[src/rtl/mem_arbiter_if.sv]
// rtl/mem_arbiter_if.sv - requester port bundle for the shared-memory arbiter
interface mem_arbiter_if #(
  parameter int AW = 6,
  parameter int DW = 9
);
  logic          req;
  logic          we;
  logic [AW-1:0] addr;
  logic [DW-1:0] wdata;
  logic          gnt;
  logic          done;
  logic [DW-1:0] rdata;

  modport master (output req, we, addr, wdata, input gnt, done, rdata);
  modport slave  (input req, we, addr, wdata, output gnt, done, rdata);
endinterface

[src/rtl/mem_arbiter.sv]
// rtl/mem_arbiter.sv - two-port round-robin arbiter for the shared 64x9 memory
module mem_arbiter #(
  parameter int AW          = 6,
  parameter int DW          = 9,
  parameter int HOLD_CYCLES = 1
) (
  input  logic          clk,
  input  logic          rst_n,
  mem_arbiter_if.slave  p0,
  mem_arbiter_if.slave  p1,
  output logic          READ,
  output logic          WRITE,
  output logic [AW-1:0] A,
  output logic [DW-1:0] DATA,
  input  logic [DW-1:0] D
);
  localparam int CW = (HOLD_CYCLES > 1) ? $clog2(HOLD_CYCLES) : 1;

  typedef enum logic [1:0] {IDLE, ACC, RESP} state_t;

  state_t        state, state_d;
  logic          last, w_q, we_q;
  logic [AW-1:0] a_q;
  logic [DW-1:0] d_q;
  logic [CW-1:0] cnt;
  logic          gnt0_q, gnt1_q, done0_q, done1_q;
  logic [DW-1:0] rdata0_q, rdata1_q;
  logic          win, start, finish;

  always_ff @(posedge clk or negedge rst_n) begin
    if (!rst_n) state <= IDLE;
    else        state <= state_d;
  end

  // Strobes decode from state so an async reset drops them immediately.
  always_comb begin
    state_d = state;
    win     = last;
    start   = 1'b0;
    finish  = 1'b0;
    READ    = 1'b0;
    WRITE   = 1'b0;
    case (state)
      IDLE: begin
        if (p0.req || p1.req) begin
          start   = 1'b1;
          win     = p1.req & (~p0.req | ~last);
          state_d = ACC;
        end
      end
      ACC: begin
        READ  = ~we_q;
        WRITE = we_q;
        if (cnt == '0) begin
          finish  = 1'b1;
          state_d = RESP;
        end
      end
      RESP:    state_d = IDLE;
      default: state_d = IDLE;
    endcase
  end

  always_ff @(posedge clk or negedge rst_n) begin
    if (!rst_n) begin
      last     <= 1'b1;
      w_q      <= 1'b0;
      we_q     <= 1'b0;
      a_q      <= '0;
      d_q      <= '0;
      cnt      <= '0;
      gnt0_q   <= 1'b0;
      gnt1_q   <= 1'b0;
      done0_q  <= 1'b0;
      done1_q  <= 1'b0;
      rdata0_q <= '0;
      rdata1_q <= '0;
    end else begin
      gnt0_q  <= start & ~win;
      gnt1_q  <= start & win;
      done0_q <= finish & ~w_q;
      done1_q <= finish & w_q;
      if (start) begin
        w_q  <= win;
        last <= win;
        we_q <= win ? p1.we : p0.we;
        a_q  <= win ? p1.addr : p0.addr;
        d_q  <= win ? p1.wdata : p0.wdata;
        cnt  <= CW'(HOLD_CYCLES - 1);
      end else if (state == ACC && cnt != '0) begin
        cnt <= cnt - 1'b1;
      end
      // Only the owning port's read data moves; writes leave both untouched.
      if (finish && !we_q) begin
        if (w_q) rdata1_q <= D;
        else     rdata0_q <= D;
      end
    end
  end

  assign A        = a_q;
  assign DATA     = d_q;
  assign p0.gnt   = gnt0_q;
  assign p1.gnt   = gnt1_q;
  assign p0.done  = done0_q;
  assign p1.done  = done1_q;
  assign p0.rdata = rdata0_q;
  assign p1.rdata = rdata1_q;
endmodule
[src/flat_wrapper.sv]
// flat-port wrapper written by rule: the top's interface ports become plain ports
module mem_arbiter_flat 
#(
  parameter int AW          = 6,
  parameter int DW          = 9,
  parameter int HOLD_CYCLES = 1
)
  (clk, rst_n, READ, WRITE, A, DATA, D, p0_req, p0_we, p0_addr, p0_wdata, p0_gnt, p0_done, p0_rdata, p1_req, p1_we, p1_addr, p1_wdata, p1_gnt, p1_done, p1_rdata);
  mem_arbiter_if #(.AW(AW), .DW(DW)) p0_i ();
  mem_arbiter_if #(.AW(AW), .DW(DW)) p1_i ();
  input  logic clk;
  input  logic rst_n;
  output logic READ;
  output logic WRITE;
  output logic [AW-1:0] A;
  output logic [DW-1:0] DATA;
  input  logic [DW-1:0] D;
  input wire logic [$bits(p0_i.req)-1:0] p0_req;
  input wire logic [$bits(p0_i.we)-1:0] p0_we;
  input wire logic [$bits(p0_i.addr)-1:0] p0_addr;
  input wire logic [$bits(p0_i.wdata)-1:0] p0_wdata;
  output wire logic [$bits(p0_i.gnt)-1:0] p0_gnt;
  output wire logic [$bits(p0_i.done)-1:0] p0_done;
  output wire logic [$bits(p0_i.rdata)-1:0] p0_rdata;
  input wire logic [$bits(p1_i.req)-1:0] p1_req;
  input wire logic [$bits(p1_i.we)-1:0] p1_we;
  input wire logic [$bits(p1_i.addr)-1:0] p1_addr;
  input wire logic [$bits(p1_i.wdata)-1:0] p1_wdata;
  output wire logic [$bits(p1_i.gnt)-1:0] p1_gnt;
  output wire logic [$bits(p1_i.done)-1:0] p1_done;
  output wire logic [$bits(p1_i.rdata)-1:0] p1_rdata;
  assign p0_i.req = p0_req;
  assign p0_i.we = p0_we;
  assign p0_i.addr = p0_addr;
  assign p0_i.wdata = p0_wdata;
  assign p0_gnt = p0_i.gnt;
  assign p0_done = p0_i.done;
  assign p0_rdata = p0_i.rdata;
  assign p1_i.req = p1_req;
  assign p1_i.we = p1_we;
  assign p1_i.addr = p1_addr;
  assign p1_i.wdata = p1_wdata;
  assign p1_gnt = p1_i.gnt;
  assign p1_done = p1_i.done;
  assign p1_rdata = p1_i.rdata;
  mem_arbiter #(.AW(AW), .DW(DW), .HOLD_CYCLES(HOLD_CYCLES)) u_core (.clk(clk), .rst_n(rst_n), .p0(p0_i), .p1(p1_i), .READ(READ), .WRITE(WRITE), .A(A), .DATA(DATA), .D(D));
endmodule
[config.mk]
export PLATFORM = sky130hd
export DESIGN_NAME = mem_arbiter_flat
export DESIGN_NICKNAME = d
export VERILOG_FILES = /design/src/rtl/mem_arbiter_if.sv /design/src/rtl/mem_arbiter.sv /design/src/flat_wrapper.sv
export SDC_FILE = /design/constraint.sdc
export NUM_CORES = 1
export LEC_CHECK = 0
export CAP_MARGIN = 20
export CELL_PAD_IN_SITES_DETAIL_PLACEMENT = 0
export CELL_PAD_IN_SITES_GLOBAL_PLACEMENT = 1
export CORE_ASPECT_RATIO = 1.4
export CORE_MARGIN = 2
export CORE_UTILIZATION = 30
export CTS_CLUSTER_SIZE = 14
export DETAILED_ROUTE_END_ITERATION = 10
export HOLD_SLACK_MARGIN = 0.06
export PLACE_DENSITY_LB_ADDON = 0.1
export SETUP_SLACK_MARGIN = 0.5
export SYNTH_ARGS = -nofsm -noshare
export SYNTH_HDL_FRONTEND = slang
export SYNTH_SLANG_ARGS = --single-unit
[constraint.sdc]
create_clock -name clk -period 1.7 [get_ports clk]
set_input_delay 0.255 -clock clk [delete_from_list [all_inputs] [get_ports clk]]
set_output_delay 0.255 -clock clk [all_outputs]
set_load 0.03 [all_outputs]
==> impl_results.md, run 1 <==
* RePlAce Congestion at 0.729
* Yosys warns at 0
* Die area at 6310 sq um
* Layout cells sized above 1 at 0.430
* Chip Height at 93.2 microns
* Worst EP required at 1870 ps
* Drt pass-1 iters at 4
* Routed wire length at 5030 microns
* DP Cell Count at 276
* Top cells by area, synth: dfrtp_1 (62%), mux2_2 (12%), a221o_1 (9.4%)
* P_leak at 1.34 nW
* I/O pin count at 84
* CTS tree: built
* Finished Layout Cells at 296
* P&R area growth vs syn at 66.6%
* Port Buf Inserts at 83
* Final Instance Area at 2840 sq um
* Seq/Total Area, Yosys at 0.632
* Std-Cell Core Area at 5490 sq um
* Vias in the first global route at 1439
* Yosys cell types at 21
* WHS at 418 ps
* Placed inst area at 2730 sq um
* CTS root buf: clkbuf_8
* Worst setup EP type: flop
* HP Class: in -> reg
* DR vias/cell at 4.92
* Maximum VDD drop at 1050 uV
* Diode count at 0
* 1st-iter DRT viols at 61
* Final antenna-violating net count at 0
* H-tree depth at 2
* Global route total overflow at 0
* Row cnt at 32
* Slew at the pin closest to its max-slew limit at 604 ps
* # DRC at 0
* Fin crit share at 0.927
* Post-synth top area share at 0.616
* Tot Pwr at 5.72 mW
* Clock Sinks at 43
* Final hold violation count at 0
* Syn avg cell area at 14.1 sq um
* Final #Nets at 272
* Clk buf depth at 2
* Synthesized area at 1710 sq um
* Clock latency on the worst-skew pair at 290 ps
* Startpoint types: flop
* Clk slew on worst S/H paths at 80 ps
* Cts bufs inserted at 5
* Pin count of the biggest net entering global routing at 25
* Synth Net Count at 166
* Finished Core Util at 0.518
* Register bit total from synthesis at 43
* Period minus WS final at 1580 ps
* First-pass GRT wire length at 6820 microns
* Pwr Density at 2010 nW/um^2
* Final setup viols at 0
* FMAX at 0.635 GHz
* Status: finished, final reports clean
* Max-cap violation count at 0
* Slew Limit Fails at 0
* WS Path Type: reg -> reg
* Maximum fanout along the worst path at 9
* Chip Width at 67.7 microns
* Slew HR at 0.597
* Cell taking the most area after synthesis: dfrtp_1
* Arrival time at the worst endpoint at 1750 ps
* Initial core utilization at 0.311
* Worst Clk Skew at 9.00 ps
* Post-Syn Instances at 121
* Post-DP HPWL at 3310 microns
* WL per Instance at 17.0 microns
* RSZ-0062 raised after global routing: yes
* Routed vias at 1456
* Total Routing Usage GR at 0.147
* Antenna violations before repair at 0
## report_power, final
group,switching [mW],internal [mW]
registers,0.306,1.52
logic,1.82,1.42
clock network,0.325,0.328
total,2.45,3.27
## cell type report
type	count	area, sq um
clock inverters	1	5.00
fillers	496	2640
repair buffers	102	883
clock buffers	7	86.3
flip-flops and latches	43	1080
inverters	3	15.0
well taps	68	85.1
multi-input cells	72	689
## timing repair
action,4_1_cts,5_1_grt
setup buffers,2,4
cloned,1,4
hold endpoints to repair,22,0
resized for setup,183,30
setup endpoints to repair,76,45
hold buffers,1,0
pin swaps,3,3
## worst paths after layout
path                                    start                  to  slack (ps)  depth (start not counted)
max                                u_core.cnt  u_core.p0.rdata[2]         120                          4
min in group asynchronous               rst_n      u_core.DATA[6]         510                          2
min reg2reg                u_core.p1.rdata[4]  u_core.p1.rdata[4]         510                          1
min                                    p0_req          u_core.w_q         420                          3
max in group asynchronous               rst_n  u_core.p1.rdata[0]         670                          3
max reg2reg                        u_core.cnt  u_core.p0.rdata[2]         120                          4
## stage by stage
step / setup WS, ps / TNS (ps)
after CTS: 38.4 / 0
after global placement: -64.6 / -722
after floorplan: 132 / 0
after global routing: 76.2 / 0
after detailed placement: -103 / -1230
final: 124 / 0
## worst max-delay path, cell delays in order (launching register included)
cell and delay, ps:
dfrtp_1 380, or3b_4 430, nor3_4 160, buf_12 150, mux2_2 330
## synth_stat cells
| cell | count |
|---|---|
| dfrtp_1 | 42 |
| nor2_1 | 4 |
| and2_1 | 2 |
| nand2b_1 | 1 |
| nor3b_1 | 1 |
| inv_1 | 3 |
| nor3_4 | 1 |
| o32a_1 | 1 |
| a21o_1 | 1 |
| or2b_1 | 1 |
| a221o_1 | 16 |
| dfstp_2 | 1 |
| or3b_4 | 1 |
| nand3_2 | 1 |
| nand2_1 | 2 |
| buf_2 | 1 |
| and3_1 | 18 |
| o21ai_1 | 1 |
| mux2_2 | 18 |
| clkbuf_1 | 4 |
| o21ai_0 | 1 |
## sequential cells by signal, indices dropped and copies added, names as in the netlist, 2 cells and up
name and cells:
u_core.DATA 9, u_core.A 6, u_core.p0.rdata 9, u_core.state 2
u_core.p1.rdata 9
## layout by cell type (no fill, tap or decap), drive strengths merged, types with 4 or more instances in the layout
cell type | Yosys | routed
buf | 1 | 58
clkdlybuf4s50 | 0 | 42
dfrtp | 42 | 42
and3 | 18 | 19
mux2 | 18 | 18
a221o | 16 | 16
clkbuf | 4 | 7
nor2 | 4 | 4
## metal layers
metal  track usage  vias up  routed length (microns)
li1              -      670                        -
met1         0.159      712                     1830
met2         0.269       64                     2780
met3        0.0313       10                      321
met4        0.0561        0                       91
met5             0        -                        0
## logic make-up (layout without fill, tap and decap cells)
| family | after synthesis | in the layout | share of synthesized area |
|---|---|---|---|
| muxes | 18 | 18 | 0.119 |
| and+or+nand+nor | 32 | 34 | 0.121 |
| AOI/OAI and AO/OA | 20 | 20 | 0.110 |
| buffers and inverters | 8 | 113 | 0.0183 |
| DFF | 43 | 43 | 0.632 |
No activity file was read; power rests on OpenSTA's default activity.
==> run 2, diff against run 1 <==
- CELL_PAD_IN_SITES_GLOBAL_PLACEMENT: 1 -> 2
- CORE_UTILIZATION: 30 -> 25
==> impl_results.md, run 2 (synthesis results as in run 1) <==
* Tot Pwr at 5.69 mW (-0.54%)
* Arrival time at the worst endpoint at 1770 ps (+20 ps)
* Antenna violations before repair at 0 (unchanged)
* First-pass GRT wire length at 7910 microns (+16%)
* FMAX at 0.627 GHz (-1.2%)
* 1st-iter DRT viols at 50 (-18%)
* Slowest-stage cell, CP: or3b_4
* Worst setup EP type: flop
* Gate power share at 0.560 (-0.006)
* DP Cell Count at 301 (+9.1%)
* Die area at 7510 sq um (+19%)
* R2R Setup Slk at 110 ps (-20 ps)
* # DRC at 0 (unchanged)
* Top delay family on crit path: simple AND/OR/NAND/NOR gates
* Global route total overflow at 0 (unchanged)
* H-tree depth at 2 (unchanged)
* Post-DP HPWL at 3380 microns (+2.2%)
* Dpl ws at -102 ps (+1.16 ps)
* Clk buf depth at 2 (unchanged)
* HP Class: reg -> reg
* Worst path bufs/invs at 1 (unchanged)
* RSZ-0062 raised after global routing: yes
* Maximum fanout along the worst path at 9 (unchanged)
* WS Path Type: reg -> reg
* Slew HR at 0.630 (+0.0324)
* Max-cap violation count at 0 (unchanged)
* Final antenna-violating net count at 0 (unchanged)
* Initial core utilization at 0.258 (-0.0530)
* Most frequent cells in the layout: clkdlybuf4s50_1 (43), dfrtp_1 (41), buf_2 (38), mux2_2 (17), a221o_1 (16)
* Chip Width at 73.8 microns (+9.0%)
* Slew at the pin closest to its max-slew limit at 556 ps (-48.7 ps)
* Total Routing Usage GR at 0.139 (-0.00752)
* Row cnt at 35 (+9.4%)
* Multi-input gate area at 709 sq um (+2.9%)
* Setup ws final at 105 ps (-18.9 ps)
* WL per Instance at 16.2 microns (-4.6%)
* Routed wire length at 5170 microns (+2.8%)
* P_leak at 1.32 nW (-1.9%)
* CP Cell Sequence: or3b_4 > nor3_4 > buf_12 > mux2_2
* Vias in the first global route at 1542 (+7.2%)
* Status: finished, final reports clean
* Pin count of the biggest net entering global routing at 44 (+76%)
* Port Buf Inserts at 83 (unchanged)
* Clock Sinks at 43 (unchanged)
* Finished Core Util at 0.432 (-0.0860)
* Slowest stage delay, CP at 440 ps (about the same)
* Maximum VDD drop at 843 uV (-19%)
* Routed vias at 1434 (-1.5%)
* Clk slew on worst S/H paths at 90 ps (about the same)
* Fin crit share at 0.938 (+0.0111)
* I/O pin count at 84 (unchanged)
* Chip Height at 102 microns (+9.1%)
* RePlAce Congestion at 0.719 (-1.5%)
* Seq pwr share at 0.322 (+0.003)
* Final setup viols at 0 (unchanged)
* Startpoint types: flop
* DR vias/cell at 4.50 (-8.6%)
* Layout cells sized above 1 at 0.454 (+0.0239)
* Worst EP required at 1880 ps (about the same)
* Pwr Density at 1990 nW/um^2 (-1.1%)
* Clock latency on the worst-skew pair at 300 ps (about the same)
* Drt pass-1 iters at 4 (unchanged)
* Final #Nets at 271 (-0.37%)
* Reg area at 1080 sq um (+0.12%)
* Net Switching at 2.50 mW (+1.8%)
* Layout fillers at 643 (+30%)
* CTS tree: built
* Slew Limit Fails at 0 (unchanged)
* Commonest non-fill, non-tap cell in the layout: clkdlybuf4s50_1
* CTS root buf: clkbuf_8
* Clock power share at 0.119 (+0.005)
* Diode count at 0 (unchanged)
* P&R area growth vs syn at 67.5%
* Worst Clk Skew at 10.2 ps (+1.23 ps)
* Cts bufs inserted at 5 (unchanged)
* Final hold violation count at 0 (unchanged)
* Finished Layout Cells at 319 (+7.8%)
* Internal power at 3.20 mW (-2.3%)
* Std-Cell Core Area at 6610 sq um (+21%)
* Sw Ratio at 0.438 (+0.0100)
* Period minus WS final at 1590 ps (+18.9 ps)
[run 2: cell type report]
type,instances,area share
inverter,3,0.00526
clock inverter,3,0.00876
multi-input combinational,72,0.248
tap,92,0.0403
sequential,43,0.378
timing repair buffer,101,0.296
clock buffer,5,0.0241
[run 2: worst paths after layout]
kind	cells after the start	to	from
max	4	u_core.p0.rdata[6]	u_core.cnt
min	1	u_core.p0.rdata[6]	u_core.p0.rdata[6]
max reg2reg	4	u_core.p0.rdata[6]	u_core.cnt
min reg2reg	1	u_core.p0.rdata[6]	u_core.p0.rdata[6]
max in group asynchronous	3	u_core.we_q	rst_n
min in group asynchronous	3	u_core.DATA[1]	rst_n
[run 2: power by group through the flow]
stage               sequential [mW]  combinational, mW  clock (mW)
finish                         1.83               3.19       0.676
CTS                            1.83               3.02       0.702
global route                   1.90               3.40       0.739
detailed placement             1.83               3.22           0
global placement               1.83               3.19           0
floorplan                      2.66              0.967           0
[run 2: routing by layer]
layer,up-vias,routed length [microns],GRT usage
met3,2,294,0.0368
met5,-,0,0
li1,667,-,-
met4,0,30,0.0378
met1,710,1940,0.157
met2,55,2900,0.254
[run 2: repair_timing]
item | 4_1_cts | 5_1_grt
hold buffers | 1 | 0
setup endpoints to repair | 76 | 43
gates cloned | 3 | 1
resized for setup | 200 | 17
hold endpoints to repair | 42 | 0
pin swaps | 2 | 5
setup buffers | 2 | 3
[run 2: stage by stage]
step	hold slack, ps	area, sq um	setup TNS, ps
5_1_grt	528	2860	0
3_3_place_gp	359	2760	-907
2_1_floorplan	-40.6	1740	0
4_1_cts	513	2770	0
3_5_place_dp	369	2760	-1310
6_report	508	2860	0
==> run 3, diff against run 2 <==
==> constraint.sdc (replaced) <==
create_clock -name clk -period 1.7 [get_ports clk]
set_input_delay 0.255 -clock clk [delete_from_list [all_inputs] [get_ports clk]]
set_output_delay 0.255 -clock clk [all_outputs]
set_load 0.01 [all_outputs]
==> impl_results.md, run 3 (synthesis results as in run 1) <==
* Worst Clk Skew at 6.17 ps (-4.06 ps)
* H-tree depth at 2 (unchanged)
* CTS root buf: clkbuf_8
* Row cnt at 35 (unchanged)
* Post-DP HPWL at 3400 microns (+0.64%)
* Slew HR at 0.679 (+0.0492)
* Dpl ws at -118 ps (-16.0 ps)
* R2R Setup Slk at 120 ps (+20 ps)
* Met2 WL at 2880 microns (-0.65%)
* WL per Instance at 16.0 microns (-1.4%)
* Met3 wire len at 287 microns (-2.4%)
* Pin count of the biggest net entering global routing at 26 (-41%)
* Clk buf depth at 2 (unchanged)
* Reg area at 1080 sq um (-0.12%)
* Layout fillers at 647 (+0.62%)
* # DRC at 0 (unchanged)
* Die area at 7510 sq um (unchanged)
* Diode count at 0 (unchanged)
* Chip Height at 102 microns (unchanged)
* Clock latency on the worst-skew pair at 300 ps (about the same)
* Layout cells sized above 1 at 0.446 (-0.00739)
* Period minus WS final at 1580 ps (-17.9 ps)
* Antenna violations before repair at 0 (unchanged)
* Routed wire length at 5190 microns (+0.46%)
* Tot Pwr at 5.13 mW (-9.9%)
* Worst setup EP type: flop
* Std-Cell Core Area at 6610 sq um (unchanged)
* RSZ-0062 raised after global routing: yes
* Final hold violation count at 0 (unchanged)
* HP Class: in -> async
* 1st-iter DRT viols at 44 (-12%)
* Maximum fanout along the worst path at 9 (unchanged)
* I/O pin count at 84 (unchanged)
* Initial core utilization at 0.258 (unchanged)
* Max-cap violation count at 0 (unchanged)
* Maximum VDD drop at 648 uV (-23%)
* First-pass GRT wire length at 8090 microns (+2.3%)
* WS Path Type: reg -> reg
* Setup ws final at 123 ps (+17.9 ps)
* Status: finished, final reports clean
* Chip Width at 73.8 microns (unchanged)
* Slowest stage delay, CP at 420 ps (-20 ps)
* Slowest-stage cell, CP: or3b_4
* Worst flop-to-flop path startpoint: u_core.state[1]
* Slew at the pin closest to its max-slew limit at 482 ps (-73.7 ps)
* Slew Limit Fails at 0 (unchanged)
* Routed vias at 1475 (+2.9%)
* Highest routed layer: met4
* Clk slew on worst S/H paths at 80 ps (about the same)
* Total Routing Usage GR at 0.144 (+0.00425)
* TNS Setup at 0 ps (unchanged)
* R2R cell count at 4 (unchanged)
* End of the worst register-to-register path: u_core.p0.rdata[3]
* Port Buf Inserts at 83 (unchanged)
* Startpoint types: flop
* Drt pass-1 iters at 3 (-1)
* Most frequent cells in the layout: clkdlybuf4s50_1 (42), dfrtp_1 (42), clkbuf_2 (32), mux2_2 (18), a221o_1 (16)
* Fin crit share at 0.928 (-0.0105)
* Arrival time at the worst endpoint at 1760 ps (about the same)
* Routed length on met1 at 1930 microns (-0.82%)
* CP Cell Sequence: or3b_4 > nor3_4 > buf_12 > mux2_2
* Vias in the first global route at 1639 (+6.3%)
* FMAX at 0.634 GHz (+1.1%)
* Final setup viols at 0 (unchanged)
* Final #Nets at 277 (+2.2%)
* P&R area growth vs syn at 70.7%
* RePlAce Congestion at 0.733 (+2.1%)
* Worst EP required at 1880 ps (about the same)
* Pwr Density at 1760 nW/um^2 (-12%)
* CTS tree: built
* Cts bufs inserted at 5 (unchanged)
* Final antenna-violating net count at 0 (unchanged)
* Clock Sinks at 43 (unchanged)
* DR vias/cell at 4.54 (+0.96%)
* Multi-input gate area at 708 sq um (-0.18%)
* Global route total overflow at 0 (unchanged)
* P_leak at 1.35 nW (+2.7%)
[run 3: cell type report]
cell class	instances	area share
clock inverters	2	0.0120
multi-input cells	73	0.243
flip-flops and latches	43	0.370
well taps	92	0.0396
clock buffers	6	0.0284
inverters	3	0.00516
repair buffers	106	0.301
[run 3: power by group]
group | switching [mW] | total [mW] | leakage [nW] | internal, mW
combinational | 1.11 | 2.47 | 0.768 | 1.36
sequential | 0.301 | 1.82 | 0.524 | 1.52
clock | 0.361 | 0.837 | 0.0612 | 0.476
total | 1.78 | 5.13 | 1.35 | 3.36
[run 3: metal layers]
metal,vias up,GRT usage
met1,730,0.162
met4,0,0.0559
met3,8,0.0378
met5,-,0
li1,685,-
met2,52,0.253
[run 3: worst max path at each step]
| stage | start | endpoint | slack, ps | cells past startpoint |
|---|---|---|---|---|
| after floorplan | u_core.state[1] | u_core.p0.rdata[0] | 130 | 3 |
| after global placement | p1_req | u_core.DATA[5] | -80 | 4 |
| after detailed placement | p1_req | u_core.DATA[7] | -120 | 4 |
| after CTS | u_core.state[1] | u_core.p0.rdata[3] | 120 | 4 |
| after global routing | u_core.state[1] | u_core.p0.rdata[3] | 40 | 4 |
| final | u_core.state[1] | u_core.p0.rdata[3] | 120 | 4 |
[run 3: timing repair]
action / CTS / global route
hold buffers: 1 / 0
cloned: 5 / 1
gates resized for setup: 104 / 41
buffers inserted: 7 / 1
setup endpoints to repair: 78 / 77
pin swaps: 7 / 2
hold endpoints to repair: 17 / 0
[run 3: worst max-delay path: cells and delay by family, from the launching register on]
kind	cells	cell delay (ps)
multiplexers	1	330
buffers and inverters	1	150
flip-flops	1	400
AND/OR/NAND/NOR	2	580
[run 3: per-stage QoR]
step | cell area (sq um) | std cells | utilization | hold WS (ps)
final | 2910 | 325 | 0.440 | 452
after global routing | 2910 | 325 | 0.440 | 488
after CTS | 3040 | 323 | 0.459 | 463
after detailed placement | 2750 | 302 | 0.416 | 241
after global placement | 2750 | 302 | 0.416 | 230
after floorplan | 1730 | 121 | - | -40.6
==> edit, RTL diff (settings of run 1) <==
The 3 states of `state_t` get a one-hot encoding in 3 bits.
--- a/src/rtl/mem_arbiter.sv
+++ b/src/rtl/mem_arbiter.sv
@@ -18,3 +18,3 @@
 
-  typedef enum logic [1:0] {IDLE, ACC, RESP} state_t;
+  typedef enum logic [2:0] {IDLE = 3'b001, ACC = 3'b010, RESP = 3'b100} state_t;
 
Function: no difference found for any inputs over 10 cycles, from zero or initial values and one cycle with rst_n low; not proved beyond that.
==> edit against run 1 <==
First-iteration DRC count down 48%. Area after synthesis is 8.6% higher. Largest power group unchanged. Critical path depth is 1 higher. Synthesized cell count grew 18%. The run now ends with setup timing left. Wire length decreased by 4.6%. Final cell count up 7.8%. Total power up 3.1%. Highest routed layer unchanged. Cell area grew 5.2%. Worst setup slack worse by 0.19 ns. Sequential cell count is 1 higher.
==> edit: results <==
export IMPL_htreeDepth=2
export IMPL_synthAdderAreaFrac_pct=0
export IMPL_muxShareOfSynthArea_pct=19.6
export IMPL_final_setup_tns_ns=-0.764
export IMPL_cts_buffer_depth=2
export IMPL_grt_max_degree=24
export IMPL_outcome="finished, violations left"
export IMPL_syn_nets=188
export IMPL_hp_class="input pin to async pin"
export IMPL_drt_total_wl_mm=4.80
export IMPL_post_place_ws_ns=-0.0729
export IMPL_ys_flop_type="dfrtp_1"
export IMPL_fin_ws_ns=-0.0609
export IMPL_synth_edf_count=0
export IMPL_yosysWarningCount=0
export IMPL_dpl_cell_area_um2=2830
export IMPL_synth_compound_area_share_pct=5.74
export IMPL_yosysSeqAreaShare_pct=59.6
export IMPL_synth_cell_types=22
export IMPL_drt_initial_drc_count=32
export IMPL_grt_pass1_wl_mm=7.55
export IMPL_finalNetCount=293
export IMPL_track_usage_pct=13.8
export IMPL_hpwl_mm=3.29
export IMPL_drive_above_1_share_pct=41.4
export IMPL_clk_latency_ns=0.29
export IMPL_first_global_vias=1536
export IMPL_synth_xor_area_share_pct=0
export IMPL_cts_buffers=5
export IMPL_vias=1477
export IMPL_antenna_diode_count=0
export IMPL_cts_root_buf="clkbuf_8"
export IMPL_stdcell_count=319
export IMPL_skew_ns=0.00294
export IMPL_synthTopCellsByCount="42 x dfrtp_1, 22 x nor2_1, 18 x mux2_2, 17 x a21oi_1, 16 x mux2i_1"
export IMPL_io_buffer_count=83
export IMPL_ir_worst_vdd_v=0.000681
export IMPL_cp_arrival_ns=1.93
export IMPL_drtPass1Iterations=3
export IMPL_syn_avg_cell_area_um2=12.9
export IMPL_p_leak_uw=0.00141
export IMPL_clk_pin_slew_worst_paths_ns=0.08
export IMPL_max_slew_margin_pct=62.8
export IMPL_antenna_found_initial=0
export IMPL_synth_area_leaders="dfrtp_1 57%, mux2_2 11%, mux2i_1 8.6%"
export IMPL_async_flop_share_pct=100
export IMPL_violations="setup timing"
export IMPL_placed_cells=301
export IMPL_crit_fanout=17
export IMPL_gp_congestion=0.679
export IMPL_setup_viol_count_final=26
edit: logic make-up after synthesis:
family	after synthesis
DFF	44
AOI/OAI and AO/OA	20
and+or+nand+nor	36
muxes	34
buffers and inverters	9
edit: worst paths after layout:
kind,start,end,slack [ns],cells after the start
setup / recovery,u_core.state[0],u_core.we_q,-0.06,5
hold / removal,rst_n,u_core.p0.gnt,0.49,2
setup reg to reg,u_core.state[0],u_core.we_q,-0.06,5
hold reg to reg,u_core.p1.rdata[1],u_core.p1.rdata[1],0.51,1
max in group asynchronous,rst_n,u_core.p0.rdata[6],0.70,3
min in group clk,u_core.p1.rdata[1],u_core.p1.rdata[1],0.51,1
edit: layout make-up:
| class | instances | area, µm² |
|---|---|---|
| clock buffer | 6 | 82.6 |
| inverter | 4 | 17.5 |
| multi-input combinational | 91 | 779 |
| tap | 70 | 87.6 |
| timing repair buffer | 102 | 908 |
| sequential | 44 | 1100 |
| clock inverter | 2 | 10.0 |
| fill | 526 | 2920 |
edit: where the power goes:
group	switching, µW	leakage (µW)	internal, µW	total, µW
Combinational	1850	0.000839	1540	3390
Clock	334	0.0000510	324	658
Sequential	302	0.000519	1550	1850
edit: timing repair:
action                                  in CTS  in global routing
endpoints found under the setup margin      80                 46
hold buffers                                 1                  0
buffers inserted                             1                  4
cloned                                       1                  3
pin swaps                                    3                  1
hold endpoints to repair                    20                  0
resized for setup                          223                 10
edit: critical path, cell delays in order, from the launching register on:
cell     delay (ns)
dfstp_2        0.56
or3b_4         0.40
o22ai_4        0.18
buf_12         0.19
mux2i_1        0.23
a21oi_1        0.08
edit: metal layers:
layer,vias to the layer above,part of all wire (%),track usage [%]
met3,9,5.7,3.13
met2,59,53,22.6
met5,-,0,0
li1,697,-,-
met4,0,2.0,5.18
met1,712,39,17.6
